<file path="config.mk">
export PLATFORM = sky130hd
export DESIGN_NAME = mem_stage
export DESIGN_NICKNAME = d
export VERILOG_FILES = /design/src/rtl/mem_stage_pkg.sv /design/src/rtl/mem_stage_load_align.sv /design/src/rtl/mem_stage.sv
export SDC_FILE = /design/constraint.sdc
export NUM_CORES = 1
export LEC_CHECK = 0
export ABC_CLOCK_PERIOD_IN_PS = 1800
export CORE_AREA = 2 2 168 170
export CTS_CLUSTER_DIAMETER = 200
export DETAILED_ROUTE_END_ITERATION = 12
export DIE_AREA = 0 0 170 172
export PLACE_DENSITY = 0.74
export REMOVE_ABC_BUFFERS = 1
export SYNTH_ARGS = -nofsm -noshare
export SYNTH_HDL_FRONTEND = slang
export SYNTH_SLANG_ARGS = --single-unit
</file>
<file path="constraint.sdc">
create_clock -name clk -period 1.8 [get_ports clk]
set_input_delay 0.18 -clock clk [delete_from_list [all_inputs] [get_ports clk]]
set_output_delay 0.18 -clock clk [all_outputs]
set_load 0.005 [all_outputs]
</file>
<file path="src/rtl/mem_stage_pkg.sv">
// Shared definitions for the MEM stage: bus widths, stall encoding, load codes
// and the packed layout of the EX->MEM bus.
package mem_stage_pkg;
   localparam int EX_TO_MEM_WD = 146;
   localparam int MEM_TO_WB_WD = 136;
   localparam int MEM_TO_ID_WD = 104;
   localparam int STALL_BUS    = 6;

   localparam int STALL_MEM = 3;
   localparam int STALL_WB  = 4;

   localparam logic STOP    = 1'b1;
   localparam logic NO_STOP = 1'b0;

   localparam logic [3:0] LD_LW  = 4'b1111;
   localparam logic [3:0] LD_LB  = 4'b0001;
   localparam logic [3:0] LD_LBU = 4'b0010;
   localparam logic [3:0] LD_LH  = 4'b0011;
   localparam logic [3:0] LD_LHU = 4'b0100;

   typedef struct packed {
      logic [3:0]  data_ram_readen;
      logic        hi_we;
      logic        lo_we;
      logic [31:0] hi_ex;
      logic [31:0] lo_ex;
      logic [31:0] ex_pc;
      logic        data_ram_en;
      logic [3:0]  data_ram_wen;
      logic        sel_rf_res;
      logic        rf_we;
      logic [4:0]  rf_waddr;
      logic [31:0] ex_result;
   } ex_to_mem_t;
endpackage

</file>
<file path="src/rtl/mem_stage_load_align.sv">
// Extracts the addressed byte/half/word from an SRAM read word and
// sign- or zero-extends it according to the load code.
module load_align
   import mem_stage_pkg::*;
(
   input  logic [3:0]  code,
   input  logic [1:0]  addr,
   input  logic [31:0] word,
   output logic [31:0] data
);
   logic [7:0]  lanes [4];
   logic [7:0]  byte_sel;
   logic [15:0] half_sel;

   genvar gi;
   generate
      for (gi = 0; gi < 4; gi++) begin : g_lane
         assign lanes[gi] = word[gi*8 +: 8];
      end
   endgenerate

   assign byte_sel = lanes[addr];
   assign half_sel = addr[1] ? word[31:16] : word[15:0];

   always_comb begin
      data = '0;
      case (code)
         LD_LW:   data = word;
         LD_LB:   data = {{24{byte_sel[7]}}, byte_sel};
         LD_LBU:  data = {24'b0, byte_sel};
         LD_LH:   data = {{16{half_sel[15]}}, half_sel};
         LD_LHU:  data = {16'b0, half_sel};
         default: data = '0;
      endcase
   end
endmodule

</file>
<file path="src/rtl/mem_stage.sv">
// MEM pipeline stage: one input register bank, a read-data hold register that
// preserves the SRAM word across stalls, and load alignment into rf_wdata.
module mem_stage
   import mem_stage_pkg::*;
(
   input  logic                    clk,
   input  logic                    rst,
   input  logic [STALL_BUS-1:0]    stall,
   input  logic [EX_TO_MEM_WD-1:0] ex_to_mem_bus,
   input  logic [31:0]             data_sram_rdata,
   output logic [MEM_TO_WB_WD-1:0] mem_to_wb_bus,
   output logic [MEM_TO_ID_WD-1:0] mem_to_id_bus
);
   ex_to_mem_t  stage_reg;
   logic [31:0] hold_data_reg;
   logic        hold_valid_reg;
   logic        load_en;
   logic        bubble_en;
   logic [31:0] rdata_eff;
   logic [31:0] load_data;
   logic [31:0] rf_wdata;

   assign load_en   = (stall[STALL_MEM] == NO_STOP);
   assign bubble_en = (stall[STALL_MEM] == STOP) && (stall[STALL_WB] == NO_STOP);

   always_ff @(posedge clk) begin
      if (rst) begin
         stage_reg      <= '0;
         hold_data_reg  <= '0;
         hold_valid_reg <= 1'b0;
      end else if (bubble_en) begin
         stage_reg      <= '0;
         hold_valid_reg <= 1'b0;
      end else if (load_en) begin
         stage_reg      <= ex_to_mem_bus;
         hold_valid_reg <= 1'b0;
      end else if (!hold_valid_reg) begin
         // SRAM word is only valid in the first resident cycle; keep it for the rest of the stall.
         hold_data_reg  <= data_sram_rdata;
         hold_valid_reg <= 1'b1;
      end
   end

   assign rdata_eff = hold_valid_reg ? hold_data_reg : data_sram_rdata;

   load_align u_load_align (
      .code (stage_reg.data_ram_readen),
      .addr (stage_reg.ex_result[1:0]),
      .word (rdata_eff),
      .data (load_data)
   );

   assign rf_wdata = (stage_reg.sel_rf_res && stage_reg.data_ram_en) ? load_data
                                                                     : stage_reg.ex_result;

   assign mem_to_wb_bus = {stage_reg.hi_we, stage_reg.lo_we, stage_reg.hi_ex, stage_reg.lo_ex,
                           stage_reg.ex_pc, stage_reg.rf_we, stage_reg.rf_waddr, rf_wdata};

   // rf_waddr==0 is forwarded unfiltered; the decode stage ignores it.
   assign mem_to_id_bus = {stage_reg.rf_we, stage_reg.rf_waddr, rf_wdata,
                           stage_reg.hi_we, stage_reg.lo_we, stage_reg.hi_ex, stage_reg.lo_ex};
endmodule

</file>
Word level (Yosys, flattened, before mapping)
Index checks and enable logic that the tools add are counted.
{"block": "word_totals", "romBits": 0, "inputBits": 186, "ramBits": 0, "register_bits": 175, "out_inout_bits": 240, "n_memories": 0, "latchBits": 0}
{"block": "op_classes", "n_lt_le_gt_ge": 1, "n_reduce_logical": 4, "add_sub_neg": 0, "mux": 8, "n_eq_ne": 5, "div_mod_pow": 0, "shift": 0, "n_bitwise": 3, "multipliers": 0}
{"op": "32-bit case mux with 5 select lines", "n": 1}
{"op": "32-bit 2-to-1 mux", "n": 2}
{"op": "8-bit binary-select mux with 2-bit select", "n": 1}
{"op": "16-bit 2-to-1 mux", "n": 1}
{"op": "8-bit 2-to-1 mux", "n": 2}
{"op": "4-bit by 2-bit == test with 1-bit output, second input constant", "n": 2}
{"op": "4-bit by 1-bit == test with 1-bit output, second input constant", "n": 1}
{"op": "4-bit by 3-bit == test with 1-bit output, second input constant", "n": 1}
{"op": "4-bit == test, second input constant", "n": 1}
{"op": "3-bit >= comparator, second input constant", "n": 1}
{"op": "2-bit NOT with 3-bit output", "n": 1}
{"op": "1-bit logical AND", "n": 2}
{"op": "1-bit NOT", "n": 2}
{"op": "2-bit AND reduction", "n": 1}
{"op": "2-bit OR reduction", "n": 1}
{"op": "1-bit 2-to-1 mux", "n": 1}

Depth between registers and ports, before layout
Gate-level depths: netlist of the first run.
{"block": "logic_depth", "word_depth": 6, "depth_mapped": 8, "mapped_depth_nobuf": 4}

By module
A second synthesis of the first run with hierarchy kept.
{"block": "unflattened", "hier_cells": 1168, "hier_area_um2": 10015.9}
{"mod": "mem_stage", "cells_each": 1055, "area_each_um2": 9253.9, "seq_area_each_um2": 3503.4, "n_inst": 1}
{"mod": "load_align", "cells_each": 113, "area_each_um2": 762.0, "seq_area_each_um2": 0.0, "n_inst": 1}

Worst setup path after synthesis of the first run
No wires, ideal clock.
{"block": "synth_path", "kind": "register to output", "startpoint": "register stage_reg[1] (netlist bit)", "endpoint": "output port mem_to_wb_bus[20]", "path_buffers": 3, "t_required_ns": 1.620, "path_slack_ns": -0.102, "stages_incl_launch_ff": 8, "arrival_time_ns": 1.722, "path_cell_list": "dfxtp_1 > buf_6 > mux4_2 > nor2_4 > a211oi_4 > buf_6 > a211o_1 > buf_4"}
{"block": "synth_via", "elab_chain_len": 6, "elab_cells_between_ends": 7, "cone_classes": "mux (6); bitwise (1)"}
{"element": "start: declaration", "line_no": "mem_stage.sv:14", "source": "ex_to_mem_t stage_reg;"}
{"element": "start signal: assignment", "line_no": "mem_stage.sv:35", "source": "stage_reg <= ex_to_mem_bus;"}
{"element": "2-bit NOT with 3-bit output (not written as such)", "line_no": "mem_stage_load_align.sv:22", "source": "assign byte_sel = lanes[addr];"}
{"element": "8-bit binary-select mux with 2-bit select", "line_no": "mem_stage_load_align.sv:22"}
{"element": "8-bit 2-to-1 mux (not written as such) (2 in series)", "line_no": "mem_stage_load_align.sv:22"}
{"element": "32-bit case mux with 5 select lines *", "line_no": "mem_stage_load_align.sv:27", "source": "case (code)"}
{"element": "32-bit 2-to-1 mux *", "line_no": "mem_stage.sv:53", "source": "assign rf_wdata = (stage_reg.sel_rf_res && stage_reg.data_ram_en) ? load_data"}
{"element": "end: declaration", "line_no": "mem_stage.sv:11", "source": "output logic [MEM_TO_WB_WD-1:0] mem_to_wb_bus,"}
Mark *: on every way between the ends. The rest lies on a longest branch, timed or not. The select of a mux whose other input is x is not followed.

Worst setup path in the final report of the first run
{"block": "layout_path", "startpoint": "register hold_valid_reg", "endpoint": "output port mem_to_id_bus[68]"}
{"block": "layout_via", "elab_chain_len": 6, "elab_cells_between_ends": 7, "cone_classes": "mux (7)"}
{"element": "start: declaration", "line_no": "mem_stage.sv:16", "source": "logic hold_valid_reg;"}
{"element": "start signal: assignment", "line_no": "mem_stage.sv:30", "source": "hold_valid_reg <= 1'b0;"}
{"element": "start signal: assignment", "line_no": "mem_stage.sv:33", "source": "hold_valid_reg <= 1'b0;"}
{"element": "start signal: assignment", "line_no": "mem_stage.sv:36", "source": "hold_valid_reg <= 1'b0;"}
{"element": "32-bit 2-to-1 mux *"}
{"element": "8-bit binary-select mux with 2-bit select", "line_no": "mem_stage_load_align.sv:22"}
{"element": "8-bit 2-to-1 mux (not written as such) (2 in series)", "line_no": "mem_stage_load_align.sv:22"}
{"element": "32-bit case mux with 5 select lines *", "line_no": "mem_stage_load_align.sv:27"}
{"element": "32-bit 2-to-1 mux *", "line_no": "mem_stage.sv:53"}
{"element": "end: declaration", "line_no": "mem_stage.sv:12", "source": "output logic [MEM_TO_ID_WD-1:0] mem_to_id_bus"}
Marks and branches as above.

==> results of run 1 <==
[critical path, cell delays in order, from the launching register on]
cell,delay (ps)
dfxtp_4,500
buf_12,150
buf_16,120
buf_6,100
mux2i_4,260
mux2i_4,120
a31o_1,190
a221o_1,330
buf_2,140
[cells by family after synthesis]
kind of cell              after synthesis  synth area share (%)
DFF                                   175                  38.4
AOI/OAI and AO/OA                      96                  8.53
and+or+nand+nor                       270                  12.3
muxes                                 182                  20.1
buffers and inverters                 276                  20.5
xor gates and xnor gates                1                0.0961
[Yosys cell counts (2+ instances only)]
master and instances:
buf_4 211, mux2i_1 181, nor2_1 181, dfxtp_1 175
nand2_1 41, clkbuf_1 39, buf_2 20, a211oi_1 17
a21oi_1 17, nor3_1 17, a211o_1 15, a221o_1 9
a22oi_1 8, a221oi_1 7, a31o_1 7, and2_1 7
a2111oi_0 6, nand3_1 5, nand2b_1 4, nand4_1 3
buf_1 2, buf_6 2, nor2b_1 2, or2_1 2
[where the power goes]
part,leakage (uW),internal [uW],switching (uW)
combinational,0.00405,1250,809
sequential,0.00144,4070,168
clock,0.000289,1880,1890
total,0.00578,7200,2860
[routing by layer]
layer  up-vias  part of all wire [%]
met5         -                     0
met3        53                   7.2
met4         0                   3.3
met2       332                    49
li1       3744                     -
met1      3750                    40
[final timing paths]
kind / endpoint / slack (ps) / cells past startpoint
max: mem_to_id_bus[68] / -710 / 8
min: hold_valid_reg / 200 / 3
max reg2reg: hold_data_reg[26] / 240 / 7
min reg2reg: hold_data_reg[6] / 460 / 2
[what timing repair did]
action | CTS | global route
resized for setup | 365 | 16
pin swaps | 46 | 11
setup buffers | 29 | 7
cloned | 2 | 0
endpoints found under the setup margin | 64 | 65
[stage by stage]
| stage | cells | utilization, % | setup TNS [ps] | hold slack [ps] | instance area [um^2] |
|---|---|---|---|---|---|
| 2_1_floorplan | 726 | - | -187590 | 249 | 7250 |
| 3_3_place_gp | 1573 | 45.9 | -39980 | 441 | 12600 |
| 3_5_place_dp | 1573 | 45.9 | -40740 | 448 | 12600 |
| 4_1_cts | 1635 | 50.0 | -40170 | 155 | 13700 |
| 5_1_grt | 1640 | 50.4 | -44350 | 180 | 13900 |
| 6_report | 1640 | 50.4 | -39100 | 201 | 13900 |
[layout make-up]
class                           instances  area (um^2)  area share, %
Clock buffer                           18          429           3.10
Timing Repair Buffer                  536         5100           36.8
Clock inverter                         14          163           1.17
Multi-Input combinational cell        549         4210           30.4
Tap cell                              346          433           3.13
Inverter                                2         7.51         0.0542
Sequential cell                       175         3510           25.3
==> metrics.csv, run 1 <==
metric,value,unit
register bit total from synthesis,175,
max cap viols,0,
count of cell types in the netlist,46,
failing checks,negative setup slack,
DRC,0,
"commonest non-fill, non-tap cell in the layout",clkdlybuf4s50_1,
final worst path period share,139,%
global-route total usage across every layer,20.0,%
GRT overflow,0,
asr flop ratio synth,0,%
final setup fails,64,
outcome,"complete, but fails checks",
Peak VDD IR,0.000504,V
Fmax,0.398,GHz
total CTS buffers,17,
core area,27500,um^2
Overall Power,10100,uW
"Seq/Total Area, Yosys",38.4,%
clk slew on worst S/H paths,70,ps
die footprint,29200,um^2
Max clock buf depth,2,
DRT Wirelength,30500,um
Worst Setup End Kind,output pin,
worst path arrival time,2330,ps
RSZ-0062 raised after global routing,true,
mapped cell area,9110,um^2
initial core utilization,33.2,%
hold_sp,stall[3],
Clock Latency Late Sink,420,ps
drt wl/cell,18.6,um
ys flop type,dfxtp_1,
post-route ant nets,0,
initial antenna violation count,0,
YS warnings,0,
met2 usage,34.3,%
DIE HEIGHT,172,um
Hold WC Path Type,in2reg,
crit path from,hold_valid_reg,
1st-pass router iterations,5,
CP max FO,7,
Max H-tree Level,4,
Layout area overhead,52.0,%
GR Util met1,23.8,%
global-route wire length before repair,44700,um
Layout Skew,11.8,ps
pre-CTS setup slack,-753,ps
final critical-path required period,2510,ps
antenna cells,0,
I/O Buffers,417,
WP data required,1620,ps
met3 global-route usage,5.42,%
"area leader, netlist",dfxtp_1,
Slew headroom,57.2,%
final hold viol count,0,
reg-to-reg startpoint,hold_valid_reg,
most frequent cells in the layout,"clkdlybuf4s50_1, nor2_1, dfxtp_1, mux2i_1, buf_4",
Synth area leaders,"dfxtp_1, mux2i_1, buf_4",
largest net degree at the start of global routing,72,
Lkg Pwr,0.00578,uW
DPL Wire Length,22200,um
Fill cells,2487,
Pwr per Cell Area,727,nW/um^2
Worst-Margin Slew,641,ps
CTS root buffer,clkbuf_16,
CTS tree,done,
CTS Hold Bufs,0,
top-area cell type share of the netlist area,38.4,%
Setup WS post-layout,-710,ps
Rows,61,
gp weighted congestion,0.845,
layer with the highest usage,met2,
max FFs per register,72,
Via density,4.80,
vias in the first global route,7703,
CP startpoint kind,flip-flop,
initial drt markers,469,
fin. max-slew vios,0,
overall die width,170,um
Mapped Cells,1000,
via count,7879,
Mean Syn Cell Area,9.11,um^2
count of flip-flops with a built-in enable after synthesis,0,
Ports,426,
Crit Path Class,reg2out,
final net count,1467,
# clock sinks,175,
share of layout cells above drive strength 1,22.2,%
No activity file was read; power rests on OpenSTA's default activity.
==> run 2, diff against run 1 <==
- GPL_ROUTABILITY_DRIVEN: unset -> 0
==> results of run 2 <==
The final DEF is identical to that of run 1; final timing and power are the same.
